`src/rtl/matrix_feed_controller.sv`:
```
// Reads a 4x4 row-major matrix from RAM and re-emits it as seven skewed wavefront
// vectors for a 4-lane systolic array; lane i carries column i delayed by i wavefronts.
module matrix_feed_controller #(
    parameter int ADDR_WIDTH = 6,
    parameter int DATA_WIDTH = 16,
    parameter int BASE_ADDR  = 0
) (
    input  logic                               clk,
    input  logic                               rst,
    input  logic                               start,
    output logic                               done,
    output logic [ADDR_WIDTH-1:0]              addr,
    input  logic [DATA_WIDTH-1:0]              data_in,
    output logic [0:6][0:3][DATA_WIDTH-1:0]    tpu_data_arr
);

    typedef enum logic [1:0] {
        IDLE,
        LOAD,
        BUILD,
        DONE
    } state_t;

    localparam logic [ADDR_WIDTH-1:0] BASE = ADDR_WIDTH'(BASE_ADDR);

    state_t                             r_state;
    state_t                             w_nextState;
    logic                               w_accept;
    logic [3:0]                         r_index;
    logic [3:0]                         w_indexNext;
    logic [ADDR_WIDTH-1:0]              r_addr;
    logic                               r_done;
    logic [DATA_WIDTH-1:0]              r_buf [0:15];
    logic [0:6][0:3][DATA_WIDTH-1:0]    r_tpu;
    logic [0:6][0:3][DATA_WIDTH-1:0]    w_build;

    assign done         = r_done;
    assign addr         = r_addr;
    assign tpu_data_arr = r_tpu;

    // The 4-bit index wraps to 0 after word 15, which also returns addr to BASE.
    assign w_indexNext = r_index + 4'd1;

    always_ff @(posedge clk) begin
        if (!rst) begin
            r_state <= IDLE;
        end else begin
            r_state <= w_nextState;
        end
    end

    always_comb begin
        w_nextState = r_state;
        w_accept    = 1'b0;
        case (r_state)
            IDLE: begin
                if (start) begin
                    w_nextState = LOAD;
                    w_accept    = 1'b1;
                end
            end
            LOAD: begin
                if (r_index == 4'd15) begin
                    w_nextState = BUILD;
                end
            end
            BUILD: begin
                w_nextState = DONE;
            end
            DONE: begin
                if (start) begin
                    w_nextState = LOAD;
                    w_accept    = 1'b1;
                end
            end
            default: begin
                w_nextState = IDLE;
            end
        endcase
    end

    // Static skew wiring: entries outside the diagonal band are tied to zero.
    for (genvar d = 0; d < 7; d++) begin : g_wave
        for (genvar i = 0; i < 4; i++) begin : g_lane
            if (d >= i && d - i <= 3) begin : g_live
                assign w_build[d][i] = r_buf[(d - i) * 4 + i];
            end else begin : g_pad
                assign w_build[d][i] = '0;
            end
        end
    end

    always_ff @(posedge clk) begin
        if (!rst) begin
            r_index <= 4'd0;
            r_addr  <= BASE;
            r_done  <= 1'b0;
            r_buf   <= '{default: '0};
            r_tpu   <= '0;
        end else if (w_accept) begin
            r_index <= 4'd0;
            r_addr  <= BASE;
            r_done  <= 1'b0;
            r_buf   <= '{default: '0};
            r_tpu   <= '0;
        end else begin
            case (r_state)
                LOAD: begin
                    r_buf[r_index] <= data_in;
                    r_index        <= w_indexNext;
                    r_addr         <= BASE + ADDR_WIDTH'(w_indexNext);
                end
                BUILD: begin
                    r_tpu  <= w_build;
                    r_done <= 1'b1;
                    r_addr <= BASE;
                end
                default: begin
                    r_addr <= BASE;
                end
            endcase
        end
    end

endmodule

```
`config.mk`:
```
export PLATFORM = sky130hd
export DESIGN_NAME = matrix_feed_controller
export DESIGN_NICKNAME = d
export VERILOG_FILES = /design/src/rtl/matrix_feed_controller.sv
export SDC_FILE = /design/constraint.sdc
export NUM_CORES = 1
export LEC_CHECK = 0
export ABC_CLOCK_PERIOD_IN_PS = 5400
export CORE_UTILIZATION = 50
export DETAILED_ROUTE_END_ITERATION = 10
export PLACE_DENSITY = 0.81
export SLEW_MARGIN = 20
export SYNTH_ARGS = -nofsm -noshare
export SYNTH_HDL_FRONTEND = slang
export SYNTH_SLANG_ARGS = --single-unit
```
`constraint.sdc`:
```
create_clock -name clk -period 5.4 [get_ports clk]
set_clock_uncertainty 0.15 [all_clocks]
set_input_delay 1.08 -clock clk [delete_from_list [all_inputs] [get_ports clk]]
set_output_delay 1.08 -clock clk [all_outputs]
set_load 0.005 [all_outputs]
```
==> results of run 1 <==
-- sequential cells by signal, indices dropped and copies added (netlist names) --
| register | count |
|---|---|
| addr | 4 |
| r_buf | 256 |
| r_index | 4 |
| tpu_data_arr | 256 |
| done | 1 |
| r_state | 2 |
-- cell families after synthesis --
group,count (synthesis)
buf+inv,357
other cells,1
flops,523
fa+ha+maj,7
mux,256
simple gates,563
xor+xnor,5
compound gates,263
-- routing by layer --
layer	GRT usage	up-vias	wire, um
met5	0	-	0
met3	0.0577	103	3310
li1	-	6714	-
met4	0.102	0	1710
met1	0.299	6741	20200
met2	0.413	506	24000
-- worst max path at each step --
stage,start,endpoint
3_5_place_dp,rst,r_buf[178]
6_report,rst,r_buf[130]
5_1_grt,rst,r_buf[130]
2_1_floorplan,rst,r_buf[107]
3_3_place_gp,rst,r_buf[225]
4_1_cts,rst,r_buf[130]
-- synth_stat cells --
cell type and n:
and2_1 1, nand4bb_1 4, clkbuf_1 56, buf_4 205, o21ai_0 257, o211ai_1 1, a21boi_2 1, nand2_1 21
nand4_1 5, o31ai_1 2, inv_1 5, nand4b_1 8, a21boi_0 1, nand3_1 258, ha_1 7, buf_2 81
xor2_1 3, nor2b_1 1, conb_1 1, clkbuf_2 10, mux2i_1 256, a211o_1 1, dfxtp_1 523, nor2_1 265
xnor2_1 2
-- final cells by class --
type | count | area share
Clock inverter | 22 | 0.0128
Inverter | 5 | 0.000803
Sequential cell | 523 | 0.448
Clock buffer | 69 | 0.0632
Timing Repair Buffer | 313 | 0.134
Multi-Input combinational cell | 1288 | 0.313
Tap cell | 511 | 0.0274
-- critical path: stages --
cell and delay (ns):
clkdlybuf4s50_1 0.58, a21boi_4 0.45, buf_16 0.23, nand2_1 0.64
o21ai_0 0.41
-- metrics by stage --
step	total power, mW	cells	worst slack [ns]
floorplan	5.18	2168	3.27
global placement	5.42	2636	1.30
detailed placement	5.45	2636	1.15
CTS	9.13	2727	1.77
global route	9.42	2731	2.19
finish	9.10	2731	2.31
-- power groups by stage --
stage	Sequential, mW	Clock (mW)	Combinational (mW)
2_1_floorplan	4.04	0	1.14
3_3_place_gp	4.05	0	1.38
3_5_place_dp	4.05	0	1.40
4_1_cts	3.96	3.77	1.40
5_1_grt	3.97	3.94	1.51
6_report	3.97	3.72	1.42
-- cell usage in the layout (no fill, tap or decap), types with 5 or more instances in the layout --
master,count
mux2i_1,256
clkinv_2,11
nor2_1,265
clkbuf_1,7
inv_1,5
nand4_1,5
nand3_1,258
nand2_1,20
dfxtp_1,523
clkdlybuf4s50_1,279
o21ai_0,257
clkbuf_16,53
ha_1,6
bufinv_16,7
nand4b_1,8
buf_4,25
clkbuf_8,9
conb_1,194
buf_12,5
==> summary.md, run 1 <==
| Metric | Value |
|---|---|
| Static leakage | `8.38 nW` |
| Worst Setup Start Kind | `input pin` |
| Area growth from synthesis to layout | `21.3%` |
| Antenna cells | `0` |
| Synth Instances | `1975` |
| Total vias in the final route | `14064` |
| Crit path kind | `in2reg` |
| Drt first-iter violations | `926` |
| Max Slew Vio Count | `0` |
| WHS Endpoint | `r_buf[48]` |
| Cells on Worst Hold Path | `2` |
| Max-cap violations | `0` |
| R2R depth | `6` |
| Max VDD drop | `269 uV` |
| Post-Synth Simple-Gate Area | `0.131` |
| Hold Crit Class | `reg2reg` |
| Sw Pwr | `2.51 mW` |
| Switching share of power | `0.276` |
| Minimum clock period | `3.09 ns` |
| Worst Min Path Start | `r_buf[48]` |
| Layout cell share with drive strength beyond 1 | `0.0550` |
| Die height | `198 um` |
| Total CTS buffers | `51` |
| Pin count of the biggest net entering global routing | `109` |
| Die area | `39300 um2` |
| Detailed Routing Iterations Pass 1 | `5` |
| #FFs+latches synth | `523` |
| Critical Path RT | `5.73 ns` |
| # resized after CTS | `0` |
| Synth cell types | `25` |
| # clock sinks | `523` |
| Share of the synthesized area in the top cell type | `0.544` |
| Max Freq | `324 MHz` |
| Crit Reg-Reg Startpoint | `r_state[1]` |
| Vias in the first global route | `13094` |
| IO Port Bufs | `279` |
| Post-CTS setup buffers | `0` |
| Cell Area, Synth | `19300 um2` |
| Die X | `198 um` |
| Drt wl/cell | `18.0 um` |
| Final setup fails | `0` |
| Design Area, Final | `23400 um2` |
| Site Rows | `71` |
| Sequential share of power | `0.436` |
| Detailed placement HPWL | `30.5 mm` |
| CTS H-tree depth | `2` |
| Finished Core Util | `0.619` |
| Sequential area share after synthesis | `0.544` |
| Clk pin slew, worst setup/hold paths | `0.06 ns` |
| CP Capture Type | `flip-flop` |
| Tot GR Track Use | `0.245` |
| R2R setup slack | `2.61 ns` |
| Placed inst area | `21500 um2` |
| Gpl congestion | `0.795` |
| Leading area contributor after synthesis | `dfxtp_1` |
| RSZ-0062 raised after global routing | `no` |
| Worst-Margin Slew | `1.05 ns` |
| Final nets | `2208` |
| Final hold vios | `0` |
| Adder-cell area share of the yosys netlist | `0.00455` |
| Synth Area in Compound Gates | `0.0694` |
| TNS Setup | `0 ns` |
| Final WL | `49.3 mm` |
| YS warnings | `0` |
| Initial Utilization | `0.510` |
| Largest family of logic cells by synthesized area | `multiplexers` |
| CTS Root Cell | `clkbuf_16` |
| PD cells | `390 nW/um2` |
| Cts hold-fix bufs | `0` |
| Clock Path Buffers | `3` |
| Mux share of post-synthesis cell area | `0.133` |
| Clk pwr share | `0.408` |
| # fillers | `3047` |
| Max_slew headroom | `0.297` |
| CTS tree | `yes` |
| CORE AREA | `37800 um2` |
| CP max FO | `29` |
| Pint | `6.59 mW` |
| Hold slack | `0.322 ns` |
| Vias per cell | `5.15` |
| First-pass GRT wire length | `74.3 mm` |
| CP Data Arrival Time | `3.41 ns` |
| Clock Latency Late Sink | `0.57 ns` |
| Largest cells by area after synthesis | `dfxtp_1, mux2i_1, buf_4` |
| Post-Syn Area per Cell | `9.75 um2` |
| Worst flop-to-flop path endpoint | `r_buf[28]` |
| FF+latch area | `10500 um2` |
| Remaining antenna violation count after routing | `0` |
| Io pins | `474` |
| # DRC | `0` |
| Outcome | `complete, no violations` |
| Multi-input logic area | `7310 um2` |
| Remaining global-route overflow | `0` |
| Final worst path period share | `0.571` |
| Antenna violations before repair | `2` |
| Gate power share | `0.156` |
| XOR/XNOR Fraction of Synth Area | `0.00227` |
No activity file was read; power rests on OpenSTA's default activity.
==> run 2: changes to the inputs <==
--- a/config.mk
+++ b/config.mk
@@ -5,10 +5,10 @@
 export SDC_FILE = /design/constraint.sdc
 export NUM_CORES = 1
 export LEC_CHECK = 0
-export ABC_CLOCK_PERIOD_IN_PS = 5400
-export CORE_UTILIZATION = 50
+export ABC_CLOCK_PERIOD_IN_PS = 2640
+export CORE_UTILIZATION = 45
 export DETAILED_ROUTE_END_ITERATION = 10
-export PLACE_DENSITY = 0.81
+export PLACE_DENSITY = 0.77
 export SLEW_MARGIN = 20
 export SYNTH_ARGS = -nofsm -noshare
 export SYNTH_HDL_FRONTEND = slang
==> constraint.sdc (replaced) <==
create_clock -name clk -period 2.64 [get_ports clk]
set_clock_uncertainty 0.15 [all_clocks]
set_input_delay 0.528 -clock clk [delete_from_list [all_inputs] [get_ports clk]]
set_output_delay 0.528 -clock clk [all_outputs]
set_load 0.005 [all_outputs]
==> run 2 against run 1 <==
Net effect:
- wire length increased by 0.27%
- global-route usage decreased by 2.7 points
- register-to-register slack got worse by 2.2 ns
- sequential share of layout area decreased by 0.26 points
- critical endpoint is now tpu_data_arr[81]
- highest routed layer is now met5
==> summary.md, run 2 (synthesis results as in run 1) <==
| Metric | Value |
|---|---|
| Minimum clock period | `2.18 ns` |
| CP Capture Type | `primary output` |
| Pin count of the biggest net entering global routing | `94 (-14%)` |
| Layout cell share with drive strength beyond 1 | `0.0631 (+0.00818)` |
| # clock sinks | `523 (unchanged)` |
| Critical-path top delay cell | `clkdlybuf4s50_1` |
| IO Port Bufs | `279 (unchanged)` |
| Family with the most delay on the worst path | `buffers and inverters` |
| Total power | `18.0 mW (+98%)` |
| Static leakage | `8.43 nW (+0.56%)` |
| Clk pin slew, worst setup/hold paths | `0.06 ns (about the same)` |
| Drt wl/cell | `17.7 um (-1.8%)` |
| # fillers | `3552 (+17%)` |
| Critical Path RT | `1.96 ns (-3.77 ns)` |
| Gate power share | `0.173 (+0.017)` |
| Crit path kind | `reg2out` |
| Final WL | `49.4 mm (+0.27%)` |
| Final setup margin | `0.460 ns (-1.85 ns)` |
| Site Rows | `75 (+5.6%)` |
| Max VDD drop | `611 uV (+130%)` |
| Setup slack at placement | `0.117 ns (-1.03 ns)` |
| CORE AREA | `42000 um2 (+11%)` |
| Total vias in the final route | `14067 (+0.021%)` |
| Max_slew headroom | `0.415 (+0.119)` |
| Hold Crit Class | `reg2reg` |
| Switching share of power | `0.283 (+0.00697)` |
| Most frequent cells in the layout | `dfxtp_1, clkdlybuf4s50_1, nor2_1` |
| Die area | `43600 um2 (+11%)` |
| Remaining antenna violation count after routing | `0 (unchanged)` |
| Final hold vios | `0 (unchanged)` |
| Clock Path Buffers | `3 (unchanged)` |
| Crit-path cells | `clkdlybuf4s50_1` |
| Vias in the first global route | `13036 (-0.44%)` |
| Final setup fails | `0 (unchanged)` |
| Worst-Margin Slew | `0.877 ns (-0.176 ns)` |
| Finished Core Util | `0.559 (-0.0599)` |
| Post-CTS setup buffers | `0 (unchanged)` |
| Initial Utilization | `0.458 (-0.0520)` |
| Sequential share of power | `0.451 (+0.015)` |
| Die height | `209 um (+5.4%)` |
| # DRC | `0 (unchanged)` |
| Worst Setup Start Kind | `flip-flop` |
| Drt first-iter violations | `987 (+6.6%)` |
| Final worst path period share | `0.826` |
| CP Data Arrival Time | `1.50 ns (-1.91 ns)` |
| Antenna cells | `0 (unchanged)` |
| Tot GR Track Use | `0.218 (-0.0274)` |
| PD cells | `767 nW/um2 (+97%)` |
| Vias per cell | `5.05 (-2.0%)` |
| Cts hold-fix bufs | `0 (unchanged)` |
| RSZ-0062 raised after global routing | `no` |
| CTS H-tree depth | `2 (unchanged)` |
| Area growth from synthesis to layout | `22.0%` |
| # resized after CTS | `0 (unchanged)` |
| Max Slew Vio Count | `0 (unchanged)` |
| Gpl congestion | `0.778 (-2.1%)` |
| CP max FO | `2 (-93%)` |
| Max Freq | `459 MHz` |
| CTS Root Cell | `clkbuf_16` |
| Outcome | `complete, no violations` |
| Total CTS buffers | `51 (unchanged)` |
| Detailed placement HPWL | `32.6 mm (+6.8%)` |
| First-pass GRT wire length | `74.3 mm (about the same)` |
| Pint | `12.9 mW (+96%)` |
| Design Area, Final | `23500 um2 (+0.58%)` |
| Clk pwr share | `0.376 (-0.032)` |
| Buf+Inv Stages, Crit Path | `1 (-1)` |
| Detailed Routing Iterations Pass 1 | `5 (unchanged)` |
| Io pins | `474 (unchanged)` |
| Antenna violations before repair | `1 (-1)` |
| Clock Latency Late Sink | `0.57 ns (about the same)` |
| Sw Pwr | `5.10 mW (+100%)` |
| Remaining global-route overflow | `0 (unchanged)` |
| Final nets | `2241 (+1.5%)` |
| Placed inst area | `21900 um2 (+2.0%)` |
| TNS Setup | `0 ns (unchanged)` |
| CTS tree | `yes` |
| Max incr delay on CP | `0.53 ns (-0.11 ns)` |
| Max-cap violations | `0 (unchanged)` |
| Die X | `209 um (+5.4%)` |
| Commonest non-fill, non-tap cell in the layout | `dfxtp_1` |
-- run 2: cell count changes in the layout (fill, tap and decap cells not counted), sizes merged --
cell and change:
buf +33, bufinv -7, clkbuf +6, clkinv -6, clkinvlp +4, inv -1
-- run 2: layout make-up --
type / count / area [um2] / area share
Clock buffer: 75 / 1480 / 0.0629
Clock inverter: 12 / 72.6 / 0.00309
Inverter: 5 / 18.8 / 0.000799
Multi-Input combinational cell: 1288 / 7310 / 0.311
Sequential cell: 523 / 10500 / 0.446
Tap cell: 539 / 674 / 0.0287
Timing Repair Buffer: 346 / 3470 / 0.148
-- run 2: worst paths after layout --
check | startpoint | endpoint | slack (ns) | depth (start not counted)
worst min register to register | r_buf[89] | r_buf[89] | 0.32 | 2
worst max-delay path | tpu_data_arr[81] | tpu_data_arr[81] | 0.46 | 1
worst max register to register | r_state[1] | r_buf[52] | 0.46 | 6
worst min-delay path | r_buf[89] | r_buf[89] | 0.32 | 2
-- run 2: power groups by stage --
stage / sequential (mW) / combinational, mW / clock [mW]
final: 8.13 / 3.11 / 6.79
after global routing: 8.14 / 3.29 / 7.24
after CTS: 8.12 / 3.09 / 6.90
after detailed placement: 8.30 / 3.08 / 0
after global placement: 8.29 / 3.03 / 0
after floorplan: 8.26 / 2.34 / 0
-- run 2: per-layer routing --
metal	vias to the layer above	wire [um]	GRT usage
met1	6667	21100	0.281
met4	2	1790	0.0969
met2	499	23700	0.360
li1	6796	-	-
met3	103	2800	0.0343
met5	-	13	0
-- run 2: metrics by stage --
step                hold slack, ns  std cells
floorplan                    0.294       2168
global placement             0.302       2701
detailed placement           0.313       2701
CTS                          0.325       2788
global route                 0.342       2788
finish                       0.320       2788
